$ cat config.mk
export PLATFORM = sky130hd
export DESIGN_NAME = rr_output_arbiter
export DESIGN_NICKNAME = d
export VERILOG_FILES = /design/src/rtl/noc_arb_pkg.sv /design/src/rtl/rr_pick.sv /design/src/rtl/rr_output_arbiter.sv
export SDC_FILE = /design/constraint.sdc
export NUM_CORES = 1
export LEC_CHECK = 0
export CORE_UTILIZATION = 47
export CTS_BUF_LIST = sky130_fd_sc_hd__clkbuf_4 sky130_fd_sc_hd__clkbuf_8
export DETAILED_ROUTE_END_ITERATION = 7
export PLACE_DENSITY = 0.79
export SLEW_MARGIN = 20
export SYNTH_ARGS = -nofsm -noshare
export SYNTH_HDL_FRONTEND = slang
export SYNTH_SLANG_ARGS = --single-unit
$ cat constraint.sdc
create_clock -name clk -period 4.2 [get_ports clk]
set_input_delay 0.84 -clock clk [delete_from_list [all_inputs] [get_ports clk]]
set_output_delay 0.84 -clock clk [all_outputs]
set_load 0.03 [all_outputs]
$ cat src/rtl/noc_arb_pkg.sv
// Shared definitions for the NoC output arbiters: router port indices
// and the lock state encoding.
package noc_arb_pkg;

    localparam int PORT_N        = 0;
    localparam int PORT_S        = 1;
    localparam int PORT_W        = 2;
    localparam int PORT_E        = 3;
    localparam int PORT_L        = 4;
    localparam int NOC_NUM_PORTS = 5;

    typedef enum logic {
        ST_UNLOCKED = 1'b0,
        ST_LOCKED   = 1'b1
    } arb_state_e;

endpackage

$ cat src/rtl/rr_pick.sv
// Rotating priority pick: first set bit of i_desire at or after i_rr_ptr,
// wrapping modulo NUM_PORTS. The desire vector is doubled so that the wrap
// becomes a plain lowest-set-bit search above the pointer.
module rr_pick
    import noc_arb_pkg::*;
#(
    parameter int NUM_PORTS = NOC_NUM_PORTS,
    parameter int IDX_W     = $clog2(NUM_PORTS)
) (
    input  logic [NUM_PORTS-1:0] i_desire,
    input  logic [IDX_W-1:0]     i_rr_ptr,
    output logic                 o_found,
    output logic [IDX_W-1:0]     o_winner
);

    logic [2*NUM_PORTS-1:0] w_dbl;
    logic [2*NUM_PORTS-1:0] w_cand;

    // Double the vector and mask off positions below the pointer.
    always_comb begin
        w_dbl = {i_desire, i_desire};
        for (int j = 0; j < 2*NUM_PORTS; j++) begin
            w_cand[j] = w_dbl[j] && (j >= int'(i_rr_ptr));
        end
    end

    // Lowest surviving bit wins; fold the upper copy back onto 0..NUM_PORTS-1.
    always_comb begin
        o_found  = 1'b0;
        o_winner = '0;
        for (int j = 0; j < 2*NUM_PORTS; j++) begin
            if (!o_found && w_cand[j]) begin
                o_found  = 1'b1;
                o_winner = (j >= NUM_PORTS) ? IDX_W'(j - NUM_PORTS) : IDX_W'(j);
            end
        end
    end

endmodule

$ cat src/rtl/rr_output_arbiter.sv
// Round-robin arbiter for one output leg of the router crossbar, with
// packet-level locking and a downstream credit counter.
//
// state       | meaning
// ------------+-----------------------------------------------------------
// ST_UNLOCKED | between packets; winner chosen round-robin from rr_ptr
// ST_LOCKED   | mid-packet; only r_owner may be granted until its tail flit
module rr_output_arbiter
    import noc_arb_pkg::*;
#(
    parameter int NUM_PORTS    = NOC_NUM_PORTS,
    parameter int PORT_ID      = PORT_W,
    parameter int ADDR_W       = 3,
    parameter int CREDIT_DEPTH = 4,
    parameter int IDX_W        = $clog2(NUM_PORTS),
    parameter int CRED_W       = $clog2(CREDIT_DEPTH + 1)
) (
    input  logic                        clk,
    input  logic                        reset,
    input  logic [NUM_PORTS-1:0]        req_valid_i,
    input  logic [NUM_PORTS*ADDR_W-1:0] req_nexthop_addr_i,
    input  logic [NUM_PORTS-1:0]        req_tail_i,
    input  logic                        downstream_credit_i,
    output logic [NUM_PORTS-1:0]        grant_onehot_o,
    output logic [IDX_W-1:0]            grant_idx_o,
    output logic                        grant_valid_o,
    output logic [CRED_W-1:0]           credit_count_o,
    output logic                        locked_o,
    output logic                        credit_overflow_o
);

    arb_state_e        r_state;
    arb_state_e        w_state_nxt;
    logic [IDX_W-1:0]  r_rr_ptr;
    logic [IDX_W-1:0]  r_owner;
    logic [CRED_W-1:0] r_credits;
    logic              r_overflow;

    logic [NUM_PORTS-1:0] w_desire;
    logic                 w_found;
    logic [IDX_W-1:0]     w_pick;
    logic [IDX_W-1:0]     w_win;
    logic                 w_can_send;
    logic                 w_grant;
    logic                 w_win_tail;

    // An input wants this output if it is valid, addressed here, and not a U-turn.
    always_comb begin
        for (int i = 0; i < NUM_PORTS; i++) begin
            w_desire[i] = req_valid_i[i]
                       && (req_nexthop_addr_i[i*ADDR_W +: ADDR_W] == ADDR_W'(PORT_ID))
                       && (i != PORT_ID);
        end
    end

    rr_pick #(
        .NUM_PORTS (NUM_PORTS),
        .IDX_W     (IDX_W)
    ) u_rr_pick (
        .i_desire  (w_desire),
        .i_rr_ptr  (r_rr_ptr),
        .o_found   (w_found),
        .o_winner  (w_pick)
    );

    // Winner selection: the locked owner, otherwise the round-robin pick.
    always_comb begin
        w_can_send = (r_credits != '0);
        w_win      = (r_state == ST_LOCKED) ? r_owner : w_pick;
        w_grant    = !reset && w_can_send
                  && ((r_state == ST_LOCKED) ? w_desire[r_owner] : w_found);
        w_win_tail = req_tail_i[w_win];
    end

    // Lock FSM state register.
    always_ff @(posedge clk) begin
        if (reset) begin
            r_state <= ST_UNLOCKED;
        end else begin
            r_state <= w_state_nxt;
        end
    end

    // Lock FSM next state: a non-tail transfer locks, a tail transfer unlocks.
    always_comb begin
        w_state_nxt = r_state;
        if (w_grant) begin
            w_state_nxt = w_win_tail ? ST_UNLOCKED : ST_LOCKED;
        end
    end

    // Outputs; reset forces the idle crossbar default immediately.
    always_comb begin
        grant_onehot_o = '0;
        if (w_grant) begin
            grant_onehot_o[w_win] = 1'b1;
        end
        grant_valid_o     = w_grant;
        grant_idx_o       = w_grant ? w_win : IDX_W'(PORT_ID);
        locked_o          = !reset && (r_state == ST_LOCKED);
        credit_count_o    = reset ? CRED_W'(CREDIT_DEPTH) : r_credits;
        credit_overflow_o = !reset && r_overflow;
    end

    // Owner, round-robin pointer, credit counter and sticky overflow flag.
    always_ff @(posedge clk) begin
        if (reset) begin
            r_owner    <= '0;
            r_rr_ptr   <= '0;
            r_credits  <= CRED_W'(CREDIT_DEPTH);
            r_overflow <= 1'b0;
        end else begin
            if (w_grant) begin
                if (w_win_tail) begin
                    r_rr_ptr <= (w_win == IDX_W'(NUM_PORTS - 1)) ? '0 : w_win + 1'b1;
                end else begin
                    r_owner <= w_win;
                end
            end
            case ({w_grant, downstream_credit_i})
                2'b10: r_credits <= r_credits - 1'b1;
                2'b01: begin
                    if (r_credits == CRED_W'(CREDIT_DEPTH)) begin
                        r_overflow <= 1'b1;
                    end else begin
                        r_credits <= r_credits + 1'b1;
                    end
                end
                default: r_credits <= r_credits;
            endcase
        end
    end

endmodule

==> results of run 1 <==
[flip-flops by register name, summed over array words and instances (netlist names)]
register,flops
r_credits,3
r_owner,3
r_rr_ptr,3
r_overflow,1
r_state,1
[area by class of cell]
cell class,instances,area (sq um)
inverter,12,45.0
sequential,11,220
multi-input combinational,119,897
fill,217,882
tap,30,37.5
timing repair buffer,42,388
clock buffer,4,30.0
[through the flow]
step | setup slack (ns) | instances | util (%)
after floorplan | 0.508 | 149 | -
after global routing | 0.103 | 218 | 64.7
after CTS | 0.287 | 218 | 64.7
after global placement | 0.291 | 214 | 63.5
final | 0.291 | 218 | 64.7
after detailed placement | 0.220 | 214 | 63.5
[critical path: cells and delay by family]
family	cells	cell delay (ns)
buffers and inverters	3	0.88
AO/OA/AOI/OAI	3	0.71
AND/OR/NAND/NOR	3	0.64
[kinds of logic (layout without fill, tap and decap cells)]
logic type,count (synthesis),in the layout,share of synthesized area (%)
compound gates,43,43,32.1
buf+inv,19,58,10.2
other cells,1,1,0.302
flops,11,11,17.7
fa+ha+maj,3,3,3.62
simple gates,69,69,32.9
mux,3,3,3.22
[worst paths after layout]
path                                          startpoint                        end  slack [ns]
worst max-delay path                      req_valid_i[1]          grant_onehot_o[0]        0.29
worst min-delay path             r_overflow$_SDFFE_PP0P_    r_overflow$_SDFFE_PP0P_        0.49
worst min register to register   r_overflow$_SDFFE_PP0P_    r_overflow$_SDFFE_PP0P_        0.49
worst max register to register  r_rr_ptr[2]$_SDFFE_PP0P_  r_credits[2]$_SDFFE_PP1P_        1.10
[layer usage]
layer	GRT usage, %	routed length (microns)	up-vias
li1	-	-	632
met1	27.6	1390	608
met2	43.5	1630	47
met3	3.45	166	4
met4	9.21	36	0
met5	0	0	-
[layout by cell type (no fill, tap or decap), types with 3 or more instances in the layout]
cell	instances
clkdlybuf4s50_1	29
nor2b_1	6
dfxtp_1	11
o211ai_1	3
nor2_1	13
and4bb_2	3
o21ai_0	3
inv_1	9
a21oi_1	4
nor3_1	9
buf_4	13
nand2_1	15
nand3b_1	4
clkbuf_4	4
inv_2	3
nand3_1	5
[where the power goes]
part | switching (mW) | leakage, nW | internal, mW
sequential | 0.0292 | 0.0898 | 0.120
combinational | 0.128 | 0.571 | 0.113
clock | 0.0379 | 0.0184 | 0.0433
total | 0.195 | 0.679 | 0.276
==> implementation parameters, run 1 <==
Parameter                              Value

Setup path
  Reg2Reg Depth ... 10
  Crit end category ... primary output
  Most numerous cell on the critical path ... buf_4
  Critical path start-end classification ... in2out
  Slowest cell delay on critical path ... ~0.45 ns
  Required time at the worst-slack endpoint ... 3.36 ns
  Endpoint arrival time on the critical path ... 3.07 ns
  Series of cell instances along the critical path ... clkdlybuf4s50_1, nor4bb_1, buf_4, o21ai_1, a211oi_2, o21a_2, nand2_1, nor3_1, buf_4
  Worst setup SP type ... input pin
  CP max FO ... 7
  Slowest stage cell, crit path ... clkdlybuf4s50_1

Power and ir drop
  Max VDD drop ... 0.198 mV
  Pwr dens ... 292 nW/um^2
  Total power after layout ... 0.472 mW
  Leakage power ... about 0.68 nW

Place
  Half-perimeter wire length of the detailed placement result ... 2530 microns
  Cell area after placement ... 1590 sq um
  Global placement routability congestion ... 0.854
  Number of input and output port buffers inserted ... 36

Yosys
  Mean cell area of the mapped netlist ... 8.35 sq um
  Cell count after synthesis ... around 150
  Synth warnings ... 0
  Cell with the most instances after synthesis ... nand2_1
  Share of the synthesized area in the top cell type ... 17.7%
  Largest cells by area after synthesis ... dfxtp_1, nand2_1, clkbuf_8, nor2_1, nor3_1
  Synth cell count leaders ... nand2_1, nor2_1, dfxtp_1
  Mapped Area ... 1240 sq um
  Number of synthesized register bits ... 11
  Post-synthesis async set-or-reset flop share ... 0%
  Cell taking the most area after synthesis ... dfxtp_1
  Fraction of the yosys area taken by sequential cells ... between 15 and 20%
  Synth cell types ... 60
  Post-Syn Nets ... 180
  Number of synthesized flops with an enable pin ... 0
  Most frequently used flop master after synthesis ... dfxtp_1

Layout
  Total non-filler cell area in the finished layout ... between 1500 and 2000 sq um
  Fraction of final layout cells with drive strength greater than 1 ... 23.4%
  Number of nets at the end of the flow ... 220
  Area growth, synth to finish ... 30.1%
  Antenna diode instance count ... 0

CTS
  Clock latency on the worst-skew pair ... 0.27 ns
  TritonCTS clock tree ... done
  Buffers inserted during post-CTS setup optimization ... 0
  Quantity of hold-fixing buffers added after cts ... 0
  CTS sink cnt ... 11
  Clock transition at the registers of the reported paths ... 0.07 ns
  Root buffer cell ... clkbuf_4
  Num CTS Buffers ... 3
  Count of cells resized by post-cts repair ... 0
  # H-tree levels ... 1
  Max Buffers Root-to-Sink ... 2

Timing
  Max Clk Rate ... approximately 260 MHz
  Fin. Hold Viols ... 0
  Worst clock skew ... about 0.0046 ns
  Final worst path period share ... approximately 93%
  Max-slew violation count ... 0
  Setup repair after global routing missed its margin ... no
  Final TNS setup ... 0 ns
  Final critical path time including I/O delays and setup ... 3.91 ns
  Final number of setup-violating endpoints ... 0
  Worst hold margin ... 0.487 ns

Floorplanning
  Core Box Area ... roughly 2500 sq um
  Floorplan row count ... 18
  Vertical die dimension ... about 53 microns
  Boundary pin count ... 42
  Starting density of the core ... between 40% and 50%
  Area of the die ... 2860 sq um
  Chip width ... 53.4 microns

GRT
  Total GRT Usage ... a little under a quarter
  Number of global-route vias before repair ... 1,189
  Total overflow reported by the global router ... 0
  Global-route wire length before repair ... 4990 microns
  Antenna violations before repair ... 0
  Maximum number of pins on one net before global-route repair ... 13

Min path
  Class of the tightest hold or removal check ... reg2reg
  Worst Hold Depth ... 2

Route
  Total DRC errors in the routed layout ... 0
  Average detailed-routed wire length per instance ... between 10 and 15 microns
  Remaining antenna violation count ... 0
  Routed wire length ... 3220 microns
  Pre-antenna DRT Iters ... 4
  First DRT Iteration DRCs ... 31
  Via count ... 1,291
  Vias per inst ... 5.92

Status
  Outcome ... finished, final reports clean

Job
  Max-capacitance violation count ... 0
Note: power is estimated with default switching activity, not from simulation.
==> run 2, diff against run 1 <==
CORE_UTILIZATION = 45   (was 47)
SYNTH_HIERARCHICAL = 1   (was unset)
TNS_END_PERCENT = 1   (was unset)
==> implementation parameters, run 2 <==
Parameter                              Value

Yosys
  Fraction of the mapped netlist area in simple logic gates ... 28.6% (-4.3 points)
  Mapped Area ... 1110 sq um (-11%)
  Cell taking the most area after synthesis ... dfxtp_1
  Cell count after synthesis ... 141 (-5.4%)
  Portion of netlist area occupied by mux cells ... 9.03% (+5.8 points)
  Post-synthesis compound-gate area fraction ... 28.9% (-3.2 points)
  Cell with the most instances after synthesis ... nor2_1
  Synth cell count leaders ... nor2_1, nand2_1, dfxtp_1, inv_1
  Dominant combinational cell family by area after synthesis ... compound AO/OA/AOI/OAI gates
  Largest cells by area after synthesis ... dfxtp_1, mux2i_1, nor2_1, nand2_1, inv_1
  Number of synthesized register bits ... 11 (unchanged)
  Number of synthesized flops with an enable pin ... 0 (unchanged)
  Share of synthesized cell area in full adder, half adder and majority cells ... 4.06% (+0.44 points)
  Mean cell area of the mapped netlist ... 7.86 sq um (-5.8%)
  Synth cell types ... 57 (-5.0%)
  Most frequently used flop master after synthesis ... dfxtp_1
  Post-synthesis async set-or-reset flop share ... 0% (unchanged)
  Area share of xor/xnor cells in the synthesized design ... 0.790% (+0.79 points)
  Share of the synthesized area in the top cell type ... 19.9% (+2.2 points)
  Fraction of the yosys area taken by sequential cells ... 19.9% (+2.2 points)
  Synth warnings ... 6 (+6)

Power and ir drop
  Pwr dens ... 460 nW/um^2 (+58%)
  Max VDD drop ... 0.405 mV (+100%)
  Total power after layout ... 0.704 mW (+49%)
  Leakage power ... 0.691 nW (+1.7%)

GRT
  Maximum number of pins on one net before global-route repair ... 13 (unchanged)
  Global-route wire length before repair ... 4670 microns (-6.4%)
  Total overflow reported by the global router ... 0 (unchanged)
  Total GRT Usage ... 22.7% (-1.3 points)
  Number of global-route vias before repair ... 1,109 (-6.7%)
  Antenna violations before repair ... 0 (unchanged)

Setup path
  Required time at the worst-slack endpoint ... 3.36 ns (about the same)
  Critical path start-end classification ... in2out
  Worst setup SP type ... input pin
  Family with the most delay on the worst path ... simple AND/OR/NAND/NOR gates
  Endpoint arrival time on the critical path ... 3.12 ns (+0.05 ns)
  WP buf/inv ... 3 (unchanged)
  CP max FO ... 8 (+1)
  Slowest cell delay on critical path ... 0.40 ns (-0.05 ns)
  Slowest stage cell, crit path ... clkdlybuf4s50_1
  Reg2Reg Depth ... 11 (+1)
  Critical R2R Launch ... r_rr_ptr[1]$_SDFFE_PP0P_
  Setup slack of the worst register-to-register path ... 1.42 ns (+0.32 ns)
  Series of cell instances along the critical path ... clkdlybuf4s50_1, and4bb_2, and2b_1, a31oi_1, o21ai_1, nand4b_1, o211ai_1, or2_4, clkinv_4, nand2_1, nor2_1, buf_4
  Critical register-to-register path endpoint ... r_rr_ptr[1]$_SDFFE_PP0P_
  Crit end category ... primary output

Place
  Half-perimeter wire length of the detailed placement result ... 2250 microns (-11%)
  Number of input and output port buffers inserted ... 37 (+2.8%)
  Global placement routability congestion ... 0.811 (-5.0%)

Floorplanning
  Vertical die dimension ... 51.6 microns (-3.4%)
  Boundary pin count ... 42 (unchanged)
  Floorplan row count ... 17 (-1)
  Chip width ... 51.6 microns (-3.4%)
  Core Box Area ... 2280 sq um (-9.0%)
  Area of the die ... 2670 sq um (-6.6%)
  Starting density of the core ... 48.7% (-1.0 points)

Route
  Pre-antenna DRT Iters ... 4 (unchanged)
  First DRT Iteration DRCs ... 42 (+35%)
  Vias per inst ... 5.72 (-3.4%)
  Total DRC errors in the routed layout ... 0 (unchanged)
  Average detailed-routed wire length per instance ... 13.4 microns (-9.1%)
  Remaining antenna violation count ... 0 (unchanged)
  Routed wire length ... 2860 microns (-11%)
  Via count ... 1,218 (-5.7%)

CTS
  Buffers inserted during post-CTS setup optimization ... 0 (unchanged)
  TritonCTS clock tree ... done
  Max Buffers Root-to-Sink ... 2 (unchanged)
  # H-tree levels ... 1 (unchanged)
  Root buffer cell ... clkbuf_4
  Quantity of hold-fixing buffers added after cts ... 0 (unchanged)
  CTS sink cnt ... 11 (unchanged)
  Count of cells resized by post-cts repair ... 0 (unchanged)
  Num CTS Buffers ... 3 (unchanged)
  Clock transition at the registers of the reported paths ... 0.07 ns (about the same)
  Clock latency on the worst-skew pair ... 0.26 ns (about the same)

Timing
  Final TNS setup ... 0 ns (unchanged)
  Final critical path time including I/O delays and setup ... 3.96 ns (+0.0533 ns)
  Worst clock skew ... 0.000883 ns (-0.00374 ns)
  Final worst path period share ... 94.3% (+1.3 points)
  Fin. Hold Viols ... 0 (unchanged)
  Setup repair after global routing missed its margin ... no
  Final number of setup-violating endpoints ... 0 (unchanged)
  Max-slew violation count ... 0 (unchanged)
  Max Clk Rate ... 252 MHz (-1.3%)

Layout
  Area growth, synth to finish ... 38.3%
  Fraction of final layout cells with drive strength greater than 1 ... 17.3% (-6.1 points)
  Leading cell type in the layout, fill and taps excluded ... clkdlybuf4s50_1
  Fill cell instance count of the final layout ... 196 (-9.7%)
  Antenna diode instance count ... 0 (unchanged)
  Number of nets at the end of the flow ... 217 (-1.4%)
  Commonest cells after routing, fill and taps aside ... clkdlybuf4s50_1, buf_4, nor2_1
  Biggest registers after layout ... r_credits x3, r_owner x3, r_rr_ptr x3
  Post-route core utilization ... 67.3% (+2.6 points)

Min path
  Worst Hold Depth ... 2 (unchanged)
  Class of the tightest hold or removal check ... reg2reg
  Worst hold start ... r_credits[2]$_SDFFE_PP1P_
  WHS Endpoint ... r_credits[2]$_SDFFE_PP1P_

Status
  Outcome ... finished, final reports clean

Job
  Max-capacitance violation count ... 0 (unchanged)
## run 2: cell types whose count changed in the layout (fill, tap and decap cells not counted), moves of 3 or more
cell | before | now
conb_1 | 1 | 4
inv_2 | 3 | 0
nor3_1 | 9 | 3
mux2i_1 | 1 | 6
nand3b_1 | 4 | 0
nand2_1 | 15 | 12
## run 2: worst max-delay path by stage
stage | slack (ns) | to | depth (start not counted) | from
detailed placement | 0.07 | grant_onehot_o[3] | 12 | req_nexthop_addr_i[2]
floorplan | 0.54 | grant_onehot_o[0] | 11 | req_nexthop_addr_i[2]
global route | 0.03 | grant_onehot_o[2] | 12 | req_nexthop_addr_i[2]
finish | 0.24 | grant_onehot_o[4] | 12 | req_nexthop_addr_i[0]
CTS | 0.06 | grant_onehot_o[3] | 12 | req_nexthop_addr_i[2]
global placement | 0.15 | grant_onehot_o[3] | 12 | req_nexthop_addr_i[2]
## run 2: tightest hold or removal path: stages (launching register included)
cell and delay (ns):
dfxtp_1 0.34, nand2_1 0.06, mux2_1 0.12
## run 2: logic make-up after synthesis
kind of cell,after synthesis
simple gates,56
compound gates,42
buf+inv,18
flops,11
mux,9
fa+ha+maj,3
other cells,1
xor+xnor,1
## run 2: through the flow
| stage | hold slack, ns | instance area [sq um] | instances | setup slack (ns) |
|---|---|---|---|---|
| 5_1_grt | 0.567 | 1530 | 213 | 0.0316 |
| 3_3_place_gp | 0.498 | 1500 | 209 | 0.154 |
| 2_1_floorplan | 0.485 | 1120 | 144 | 0.544 |
| 6_report | 0.547 | 1530 | 213 | 0.238 |
| 4_1_cts | 0.536 | 1530 | 213 | 0.0594 |
| 3_5_place_dp | 0.519 | 1500 | 209 | 0.0680 |
## run 2: power breakdown
| group | leakage, nW | internal (mW) | switching (mW) | total (mW) |
|---|---|---|---|---|
| Sequential | 0.0903 | 0.138 | 0.0601 | 0.198 |
| Clock | 0.0184 | 0.0432 | 0.0373 | 0.0805 |
| Combinational | 0.582 | 0.195 | 0.231 | 0.426 |
| Total | 0.691 | 0.376 | 0.328 | 0.704 |
## run 2: area by class of cell
cell class                      count  area, sq um  area share (%)
Clock buffer                        4         30.0            1.96
Inverter                           13         53.8            3.51
Multi-Input combinational cell    115          808            52.7
Sequential cell                    11          220            14.4
Tap cell                           28         35.0            2.29
Timing Repair Buffer               42          385            25.1
## run 2: metal layers
metal	vias up	part of all wire, %	GRT usage, %
met1	564	46	29.2
met2	50	47	40.0
met5	-	0	0
met4	0	0.87	6.31
li1	600	-	-
met3	4	6.0	1.75
==> RTL edit, RTL diff (settings of run 1) <==
Change the package constant `NOC_NUM_PORTS` from 5 to 6.
--- a/src/rtl/noc_arb_pkg.sv
+++ b/src/rtl/noc_arb_pkg.sv
@@ -7,7 +7,7 @@
     localparam int PORT_W        = 2;
     localparam int PORT_E        = 3;
     localparam int PORT_L        = 4;
-    localparam int NOC_NUM_PORTS = 5;
+    localparam int NOC_NUM_PORTS = 6;
 
     typedef enum logic {
         ST_UNLOCKED = 1'b0,
Ports: changed (resized grant_onehot_o, req_nexthop_addr_i, req_tail_i and req_valid_i); port bits go from 42 to 48. The function was not compared with the original's and may differ.
==> RTL edit against run 1 <==
Area after synthesis down 5.1%. Setup slack worse by 190 ps. Count of clock-buffer cells in the layout unchanged. Critical path type unchanged. Cell area up 7.0%. Wire length up 10%. Sequential cell count unchanged. Clock skew about the same. Highest routed layer unchanged.
Power is not compared: it rests on default switching activity, and its combinational part moved more than twofold at a synthesized area within 25%.
==> RTL edit: results (changes against run 1) <==
----------------------------------------------------
[Place]
  GP Congestion ... 0.9673 (+13%)
  Buffers added on ports ... 42 (+17%)
  Total half-perimeter wirelength after legalization and detailed placement ... 2904 µm (+15%)

[Final layout]
  Number of fill cells in the layout ... 181 (-17%)
  Ratio of cells with drive above 1 in the final layout ... 0.1961 (-0.03796)
  Number of antenna cells inserted ... 0 (unchanged)
  Post-layout nets ... 239 (+8.6%)
  Registers with the most flip-flops ... r_credits x3, r_owner x3, r_rr_ptr x3

[Setup path]
  R2r startpoint ... r_rr_ptr[2]
  Worst r2r path cells ... 10 (unchanged)
  Timing startpoint of the critical path ... req_valid_i[5]
  Max Fanout on Critical Path ... 5 (-2)
  End of the worst register-to-register path ... r_credits[2]
  Critical Path End ... grant_onehot_o[4]
  CP Data Arrival Time ... 3260 ps (+190 ps)
  Reg-to-reg slack, setup ... 1330 ps (+230 ps)

[Logic synthesis]
  Synthesized netlist net count ... 186 (+3.3%)
  Sequential element share of the synthesized area ... 0.1866 (+0.009576)
  Xor/xnor cell area share of the yosys netlist ... 0.007423 (+0.007423)
  Number of synthesis warnings ... 0 (unchanged)
  Adder-cell area share of the yosys netlist ... 0.01697 (-0.01925)
  Synth Area in Compound Gates ... 0.2704 (-0.05051)
  Ranking of synthesized cells by area ... sky130_fd_sc_hd__dfxtp_1 19%, sky130_fd_sc_hd__mux2i_1 8.5%, sky130_fd_sc_hd__nand2b_1 4.8%
  Multiplexer share of the synthesized area ... 0.1039 (+0.07173)
  Leading cell types by count after synthesis ... 14 x sky130_fd_sc_hd__nand2_1, 14 x sky130_fd_sc_hd__nor2_1, 11 x sky130_fd_sc_hd__dfxtp_1
  Asr flop ratio synth ... 0 (unchanged)
  Synth unique cells ... 54 (-10%)

[Clock network]
  Clk Latency, worst-skew pair ... 270 ps (about the same)
  TritonCTS Buffers ... 3 (unchanged)
  Clock Pin Slew Worst Setup and Hold Paths ... 70 ps (about the same)
  Number of levels in the clock H-tree ... 1 (unchanged)
  Post-CTS setup-driven buffer insertion count ... 0 (unchanged)
  Buffers from clock root to sink, at most ... 2 (unchanged)
  Buffer type at the clock tree root ... sky130_fd_sc_hd__clkbuf_4

[Routing]
  Initial drt markers ... 40 (+29%)
  Total via count in the routed design ... 1380 (+6.9%)
  First-pass DRT Iterations ... 4 (unchanged)
  Final wirelength ... 3553 µm (+10%)

[Global routing]
  Via count of the first global-routing pass ... 1311 (+10%)
  Largest net degree at the start of global routing ... 16 (+3)
  Total routing usage reported by global routing ... 0.2767 (+0.03704)
  First-pass GRT wire length ... 5706 µm (+14%)
  Antenna violations before repair ... 0 (unchanged)

[Power]
  Leakage power summed over all cells ... 0.7495 nW
  Worst VDD drop ... 432.9 µV

[STA]
  Worst rel slew slack ... 0.5799
  Final setup skew ... 4.286 ps (-0.3315 ps)

[Job]
  # Max-Cap Violations ... 0 (unchanged)

[Min path]
  Min-Delay Path Class ... reg2reg

[Outcome]
  Outcome ... finished, final reports clean

----------------------------------------------------
==> RTL edit: cell type report <==
type                       count  area (µm²)  area share
clock buffer                   4       30.03     0.01735
inverter                       8       30.03     0.01735
multi-input combinational    127       918.4      0.5307
sequential                    11       220.2      0.1273
tap                           28       35.03     0.02025
timing repair buffer          54       496.7      0.2871
==> RTL edit: kinds of logic after synthesis <==
kind of cell,Yosys count
other cells,1
mux,12
fa+ha+maj,1
simple gates,71
xor+xnor,1
buf+inv,14
compound gates,41
flops,11
==> RTL edit: repair_timing <==
action / 4_1_cts / 5_1_grt
pin swaps: 1 / 1
gates resized for setup: 2 / 3
endpoints found under the setup margin: 1 / 2
==> RTL edit: worst min-delay path by stage <==
stage,from,end,depth (start not counted)
after floorplan,r_overflow,r_overflow,2
after global placement,r_overflow,r_overflow,2
after detailed placement,r_overflow,r_overflow,2
after CTS,r_overflow,r_overflow,2
after global routing,r_overflow,r_overflow,2
final,r_overflow,r_overflow,2
==> RTL edit: metal layers <==
metal  global-route usage  vias up  routed length [µm]
met3              0.02047       13                 232
met1               0.3386      643                1519
li1                     -      666                   -
met5                    0        -                   0
met4               0.1396        0                  92
met2               0.4786       58                1709
==> RTL edit: critical path, cell delays in order <==
cell and delay (ps):
sky130_fd_sc_hd__clkdlybuf4s50_1 470, sky130_fd_sc_hd__and4bb_1 250, sky130_fd_sc_hd__mux2i_1 90, sky130_fd_sc_hd__o211a_1 210, sky130_fd_sc_hd__or4_4 480, sky130_fd_sc_hd__a41o_1 250, sky130_fd_sc_hd__buf_4 170, sky130_fd_sc_hd__nor4b_2 290
sky130_fd_sc_hd__buf_4 210
==> RTL edit: where the power goes <==
group          switching (W)  internal [W]  total [W]
Combinational       0.000286      0.000247   0.000533
Clock              0.0000340     0.0000432  0.0000772
Sequential         0.0000476      0.000133   0.000180
==> RTL edit: through the flow <==
step | hold WS (ps) | power, W | area (µm²) | setup slack (ps) | cells
floorplan | 432.3 | 0.0005246 | 1186 | 295.1 | 152
detailed placement | 492.6 | 0.0006987 | 1684 | -9.265 | 228
global placement | 452.9 | 0.0006814 | 1684 | 55.16 | 228
CTS | 513.5 | 0.0007851 | 1725 | 11.15 | 232
finish | 513.2 | 0.0007907 | 1730 | 102.6 | 232
global route | 551.8 | 0.0008429 | 1730 | 13.44 | 232
